[config.mk]
export PLATFORM = sky130hd
export DESIGN_NAME = shift_sequencer
export DESIGN_NICKNAME = d
export VERILOG_FILES = /design/src/rtl/shift_sequencer.sv
export SDC_FILE = /design/constraint.sdc
export NUM_CORES = 1
export LEC_CHECK = 0
export CAP_MARGIN = 20
export CORE_ASPECT_RATIO = 2
export CORE_MARGIN = 2
export CORE_UTILIZATION = 35
export CTS_CLUSTER_DIAMETER = 50
export DETAILED_ROUTE_END_ITERATION = 8
export GPL_TIMING_DRIVEN = 0
export PLACE_DENSITY_LB_ADDON = 0.15
export SKIP_LAST_GASP = 1
export SLEW_MARGIN = 15
export SYNTH_ARGS = -nofsm -noshare
export SYNTH_HDL_FRONTEND = slang
export SYNTH_SLANG_ARGS = --single-unit
[constraint.sdc]
create_clock -name clk -period 3.15 [get_ports clk]
set_input_delay 0.63 -clock clk [delete_from_list [all_inputs] [get_ports clk]]
set_output_delay 0.63 -clock clk [all_outputs]
set_load 0.01 [all_outputs]
[src/rtl/shift_sequencer.sv]
// Multi-cycle shift/rotate engine with IDLE/SHIFT/DONE sequencing.
// Shifts up to STEP bits per clock; done pulses for one cycle.
module shift_sequencer #(
  parameter  int WIDTH   = 32,
  parameter  int STEP    = 1,
  localparam int SHAMT_W = $clog2(WIDTH)
) (
  input  logic               clk,
  input  logic               reset,
  input  logic               start,
  input  logic [1:0]         op,
  input  logic [WIDTH-1:0]   src,
  input  logic [SHAMT_W-1:0] shamt,
  output logic               busy,
  output logic               done,
  output logic [WIDTH-1:0]   result
);

  typedef enum logic [1:0] {
    S_IDLE  = 2'd0,
    S_SHIFT = 2'd1,
    S_DONE  = 2'd2
  } state_e;

  typedef enum logic [1:0] {
    OP_SLL = 2'b00,
    OP_SRL = 2'b01,
    OP_SRA = 2'b10,
    OP_ROR = 2'b11
  } op_e;

  localparam logic [SHAMT_W-1:0] STEP_K = SHAMT_W'(STEP);

  state_e             state_q, state_d;
  op_e                op_q, op_d;
  logic [WIDTH-1:0]   work_q, work_d;
  logic [WIDTH-1:0]   result_q, result_d;
  logic [SHAMT_W-1:0] rem_q, rem_d;

  logic [SHAMT_W-1:0] k;
  logic [2*WIDTH-1:0] dbl;
  logic [WIDTH-1:0]   shifted;

  // Final step may be shorter than STEP so the counter never wraps.
  always_comb begin
    k   = (rem_q < STEP_K) ? rem_q : STEP_K;
    dbl = {work_q, work_q} >> k;
    unique case (op_q)
      OP_SLL:  shifted = work_q << k;
      OP_SRL:  shifted = work_q >> k;
      OP_SRA:  shifted = WIDTH'($signed(work_q) >>> k);
      default: shifted = dbl[WIDTH-1:0];
    endcase
  end

  always_comb begin
    state_d  = state_q;
    op_d     = op_q;
    work_d   = work_q;
    rem_d    = rem_q;
    result_d = result_q;
    case (state_q)
      S_SHIFT: begin
        work_d = shifted;
        rem_d  = rem_q - k;
        if (rem_q == k) begin
          state_d  = S_DONE;
          result_d = shifted;
        end
      end
      default: begin
        if (start) begin
          op_d   = op_e'(op);
          work_d = src;
          rem_d  = shamt;
          if (shamt == '0) begin
            state_d  = S_DONE;
            result_d = src;
          end else begin
            state_d = S_SHIFT;
          end
        end else begin
          state_d = S_IDLE;
        end
      end
    endcase
  end

  always_ff @(posedge clk) begin
    if (reset) begin
      state_q  <= S_IDLE;
      op_q     <= OP_SLL;
      work_q   <= '0;
      rem_q    <= '0;
      result_q <= '0;
    end else begin
      state_q  <= state_d;
      op_q     <= op_d;
      work_q   <= work_d;
      rem_q    <= rem_d;
      result_q <= result_d;
    end
  end

  assign busy   = (state_q == S_SHIFT);
  assign done   = (state_q == S_DONE);
  assign result = result_q;

endmodule

==> results of run 1 <==
==> kinds of logic after synthesis <==
group	after synthesis	synth area share, %
AOI/OAI and AO/OA	146	29.27
and+or+nand+nor	192	20.39
buffers and inverters	60	6.706
muxes	32	8.525
DFF	73	34.81
adders and majority gates	1	0.2980
==> metal layers <==
layer | vias to the layer above | GRT usage, % | share of wire, %
met5 | - | 0 | 0
li1 | 2049 | - | -
met2 | 108 | 37.70 | 55
met4 | 0 | 9.938 | 2.2
met1 | 2018 | 24.63 | 39
met3 | 17 | 3.409 | 3.5
==> cells in the final DEF (no fill, tap or decap), types with 6 or more instances in the layout <==
| cell | netlist | layout |
|---|---|---|
| a311o_1 | 30 | 30 |
| clkdlybuf4s50_1 | 0 | 75 |
| nor2_1 | 14 | 14 |
| a311oi_2 | 30 | 30 |
| clkbuf_1 | 39 | 39 |
| clkbuf_16 | 0 | 9 |
| buf_2 | 9 | 9 |
| nor3_1 | 64 | 64 |
| o21ai_0 | 34 | 34 |
| nand2_1 | 100 | 100 |
| a21oi_1 | 36 | 36 |
| a211oi_1 | 6 | 6 |
| mux2_2 | 30 | 30 |
| dfxtp_1 | 73 | 73 |
==> final cells by class <==
class / instances / area share (%)
repair buffers: 75 / 13.83
multi-input cells: 371 / 45.24
well taps: 145 / 3.343
clock inverters: 6 / 1.061
inverters: 4 / 0.2767
flip-flops and latches: 73 / 26.93
clock buffers: 10 / 4.404
plain buffers: 56 / 4.911
==> worst max path at each step <==
stage,startpoint,endpoint,slack [ns],depth (start not counted)
floorplan,shamt[1],result[10],1.22,6
global placement,shamt[1],result[3],0.23,7
detailed placement,shamt[1],result[29],0.18,7
CTS,state_q[1],busy,0.44,5
global route,state_q[1],busy,0.37,5
finish,state_q[1],busy,0.45,5
==> per-stage QoR <==
stage               total power [mW]  instances
global placement               2.234        724
detailed placement             2.259        724
floorplan                      1.874        504
global route                   3.454        740
CTS                            3.291        740
finish                         3.274        740
==> worst max-delay path, stage by stage (launching register included) <==
cell and delay [ns]:
dfxtp_1 0.31, nand2b_2 0.18, buf_6 0.15, inv_2 0.06, clkbuf_1 0.40, clkdlybuf4s50_1 0.64
==> power groups by stage <==
stage	Combinational [mW]	Clock [mW]	Sequential [mW]
after floorplan	0.705	0	1.17
after global placement	1.07	0	1.17
after detailed placement	1.09	0	1.17
after CTS	1.09	1.05	1.15
after global routing	1.19	1.09	1.17
final	1.09	1.03	1.15
==> flip-flops by register name (all words and copies together) (netlist names) <==
register  cells
work_q       32
state_q       2
op_q          2
rem_q         5
result       32
==> flow_summary.toml, run 1 <==
[yosys]
synth_flop_cell = "dfxtp_1"
synth_cell_types = 38
yosysMostFrequentCell = "nand2_1"
synth_area_leaders = "dfxtp_1 (35%), a311oi_2 (11%), nand2_1 (8.9%), mux2_2 (8.0%), nor3_1 (7.6%)"
syn_area_mm2 = 0.004198
ys_seq_area_share_pct = 34.81
avgSynthCellArea_um2 = 8.329
synth_common_cells = "nand2_1 (100), dfxtp_1 (73), nor3_1 (64)"
syn_nets = 547
ys_ff_latch = 73
yosysTopAreaCell = "dfxtp_1"
synth_warnings = 0
async_flop_share_pct = 0
netlist_instances = 504
synth_top_cell_area_share_pct = 34.81
synth_edf_count = 0

[die]
fp.dieW_um = 81.44
dieArea_mm2 = 0.01294
core_area_mm2 = 0.01170
die_h_um = 158.9
io_pins = 76
start_util_pct = 35.87
std_cell_rows = 56

[setup_path]
cp_max_fo = 10
end_kind = "output pin"
cp.arrival_ns = 2.07
crit_required_ns = 2.52
start_kind = "flip-flop"
critPathKind = "flip-flop to output pin"
timing.rr.end = "result[17]"
worst-r2r-cell-count = 8
timing.reg2reg.setup_slack_ns = 0.81
regToRegStartpoint = "rem_q[2]"

[clocking]
cts.clk_slew.worst_paths_ns = 0.06
cts_tree = "built"
hold_buffers = 0
htreeDepth = 3
post_cts_resized = 0
cts-root-buf = "clkbuf_16"
cts.sinks = 73
post_cts_buffers = 0
clk_latency_ns = 0.33
numCtsBuffers = 9
clockBufferDepth = 2

[min_path]
worst_hold_path.num_cells = 2
min-delay-start = "result[0]"
min_path_type = "flip-flop to flip-flop"
min_to = "result[0]"

[sta]
period_needed_ns = 2.700
slew_headroom_pct = 47.26
holdWs_ns = 0.5825
hold_violations = 0
skew_ns = 0.004388
tns_ns = 0
fmax_ghz = 0.3704
finalMaxSlewViolations = 0
fin_ws_ns = 0.4499
grt_setup_unrepaired = "no"
tightest_slew_ns = 0.7912
setup_viol = 0
fin_crit_sh_pct = 85.72

[routing]
routed_wl_um = 13440
drt_pass1_iterations = 5
route.detailed.drc = 0
first_iter_violations = 239
num_vias = 4192
vias_per_cell = 5.665
wire_per_inst_um = 18.16
drtAntennaViolNets = 0

[placement]
portBuffers = 75
gp_congestion = 0.8917
dpl.hpwl_um = 9989
place_area_mm2 = 0.005130
preCtsSetupSlack_ns = 0.1788

[pwr]
seqPwrFrac_pct = 35.1
swShare_pct = 34.01
power_switching_mw = 1.113
intPower_mw = 2.161
pwr-share-comb_pct = 33.3
peakVddDrop_mv = 0.3221
power_density_mw_per_mm2 = 603.3
p_leak_nw = 1.856
clkPwrFrac_pct = 31.6

[cells_and_area]
fin_area_mm2 = 0.005426
antenna_cells = 0
post-route-util_pct = 46.38
syn_to_final_growth_pct = 29.27
multiInputGateArea_mm2 = 0.002455
fill_cells = 1180
final-seq-area_mm2 = 0.001461
final_nets = 633
drive_above_1_share_pct = 16.13

[outcome]
status = "finished clean"

[global_route]
grt_max_degree = 13
grt_usage_pct = 21.56
overflow = 0
antenna_found_initial = 0
grt_first_pass_wirelength_um = 21820
grt_pass1_vias = 4200

[flow_run]
max-cap-violations = 0
(Power assumes the default switching activity.)
==> run 2, diff against run 1 <==
CORE_ASPECT_RATIO = 0.75   (was 2)
SKIP_CTS_REPAIR_TIMING = 1   (was not set)
clock period = 2.3 ns   (was 3.15 ns; I/O delays follow)
==> run 2 against run 1 <==
  * Final area rose by 1.7%
  * Sequential cell count did not move
  * Sequential power rose by 37%
  * Total power rose by 44%
==> flow_summary.toml, run 2 (synthesis results as in run 1) <==
[min_path]
min_path_type = "flip-flop to flip-flop"
min-delay-start = "rem_q[3]"
min_to = "rem_q[3]"
worst_hold_path.num_cells = 2

[flow_run]
max-cap-violations = 0

[cells_and_area]
syn_to_final_growth_pct = 31.42
fin_area_mm2 = 0.005517
layout_commonest_cell = "nand2_1"
final_nets = 633
stdcell_count = 757
antenna_cells = 0
drive_above_1_share_pct = 17.31
layout_common_cells = "nand2_1 (100), clkdlybuf4s50_1 (74), dfxtp_1 (73)"
fill_cells = 1160

[placement]
gp_congestion = 0.8890
portBuffers = 75
dp.cells = 741
place_area_mm2 = 0.005151
dpl.hpwl_um = 9497
preCtsSetupSlack_ns = -0.5763

[die]
io_pins = 76
core_area_mm2 = 0.01166
fp.dieW_um = 130.5
dieArea_mm2 = 0.01289
die_h_um = 98.85
start_util_pct = 36.01
std_cell_rows = 34

[routing]
wire_per_inst_um = 17.59
route.detailed.drc = 0
routed_wl_um = 13310
first_iter_violations = 279
vias_per_cell = 5.626
drtAntennaViolNets = 0
num_vias = 4259
drt_pass1_iterations = 5

[clocking]
clockBufferDepth = 2
clk_latency_ns = 0.34
numCtsBuffers = 9
cts_tree = "built"
cts-root-buf = "clkbuf_16"
cts.clk_slew.worst_paths_ns = 0.06
cts.sinks = 73
htreeDepth = 3

[global_route]
overflow = 0
grt_first_pass_wirelength_um = 21270
grt_usage_pct = 20.92
grt_max_degree = 13
antenna_found_initial = 0
grt_pass1_vias = 4086

[sta]
grt_setup_unrepaired = "no"
tightest_slew_ns = 0.8433
hold_violations = 0
period_needed_ns = 2.210
fin_ws_ns = 0.08972
setup_viol = 0
slew_headroom_pct = 43.78
fin_crit_sh_pct = 96.10
tns_ns = 0
fmax_ghz = 0.4524
finalMaxSlewViolations = 0
skew_ns = 0.007007

[setup_path]
worst-r2r-cell-count = 9
start_kind = "primary input"
timing.reg2reg.setup_slack_ns = 0.19
critPathKind = "primary input to flip-flop"
timing.rr.end = "result[4]"
regToRegStartpoint = "rem_q[2]"
end_kind = "flip-flop"
crit_required_ns = 2.50
cp.arrival_ns = 2.41
cp_max_fo = 10

[pwr]
peakVddDrop_mv = 0.4476
p_leak_nw = 1.912
power_density_mw_per_mm2 = 856.9
finalPower_mw = 4.727

[outcome]
status = "finished clean"
[run 2: changes by cell type in the layout (fill, tap and decap cells not counted), sizes merged]
cell           before  now
clkdlybuf4s50      75   74
bufinv              1    3
clkinv              4    1
dlymetal6s2s        0    1
clkbuf             49   50
[run 2: cell type report]
| class | instances | area [um^2] | area share, % |
|---|---|---|---|
| multi-input combinational | 371 | 2461 | 44.61 |
| sequential | 73 | 1461 | 26.49 |
| timing repair buffer | 75 | 753.2 | 13.65 |
| buffer | 56 | 277.8 | 5.035 |
| clock buffer | 11 | 242.7 | 4.400 |
| tap | 162 | 202.7 | 3.674 |
| clock inverter | 5 | 102.6 | 1.860 |
| inverter | 4 | 15.01 | 0.2722 |
[run 2: worst max-delay path by stage]
stage	startpoint	end	cells past startpoint
6_report	start	work_q[14]	6
5_1_grt	shamt[1]	result[9]	7
4_1_cts	state_q[1]	busy	5
3_3_place_gp	shamt[1]	result[5]	7
2_1_floorplan	rem_q[3]	result[22]	9
3_5_place_dp	shamt[1]	result[3]	7
[run 2: through the flow]
| step | util [%] | hold slack, ns |
|---|---|---|
| global route | 47.33 | 0.6310 |
| CTS | 47.16 | 0.5885 |
| detailed placement | 44.19 | 0.5765 |
| finish | 47.33 | 0.5860 |
| floorplan | - | 0.5348 |
| global placement | 44.19 | 0.5680 |
[run 2: worst max-delay path: stages]
cell	delay [ns]
clkdlybuf4s50_1	0.53
clkbuf_1	0.53
buf_2	0.38
mux2_2	0.37
nand2_1	0.07
a21oi_1	0.07
[run 2: per-layer routing]
layer,track usage [%],share of wire (%),vias to the layer above
met3,4.777,6.5,18
li1,-,-,2042
met2,31.66,44,157
met4,6.383,1.7,0
met1,29.65,48,2042
met5,0,0,-
[run 2: power by group]
group          leakage (nW)  internal, mW  switching [mW]
clock network         0.166          1.09           0.557
logic                  1.15         0.665           0.838
registers             0.599          1.44           0.143
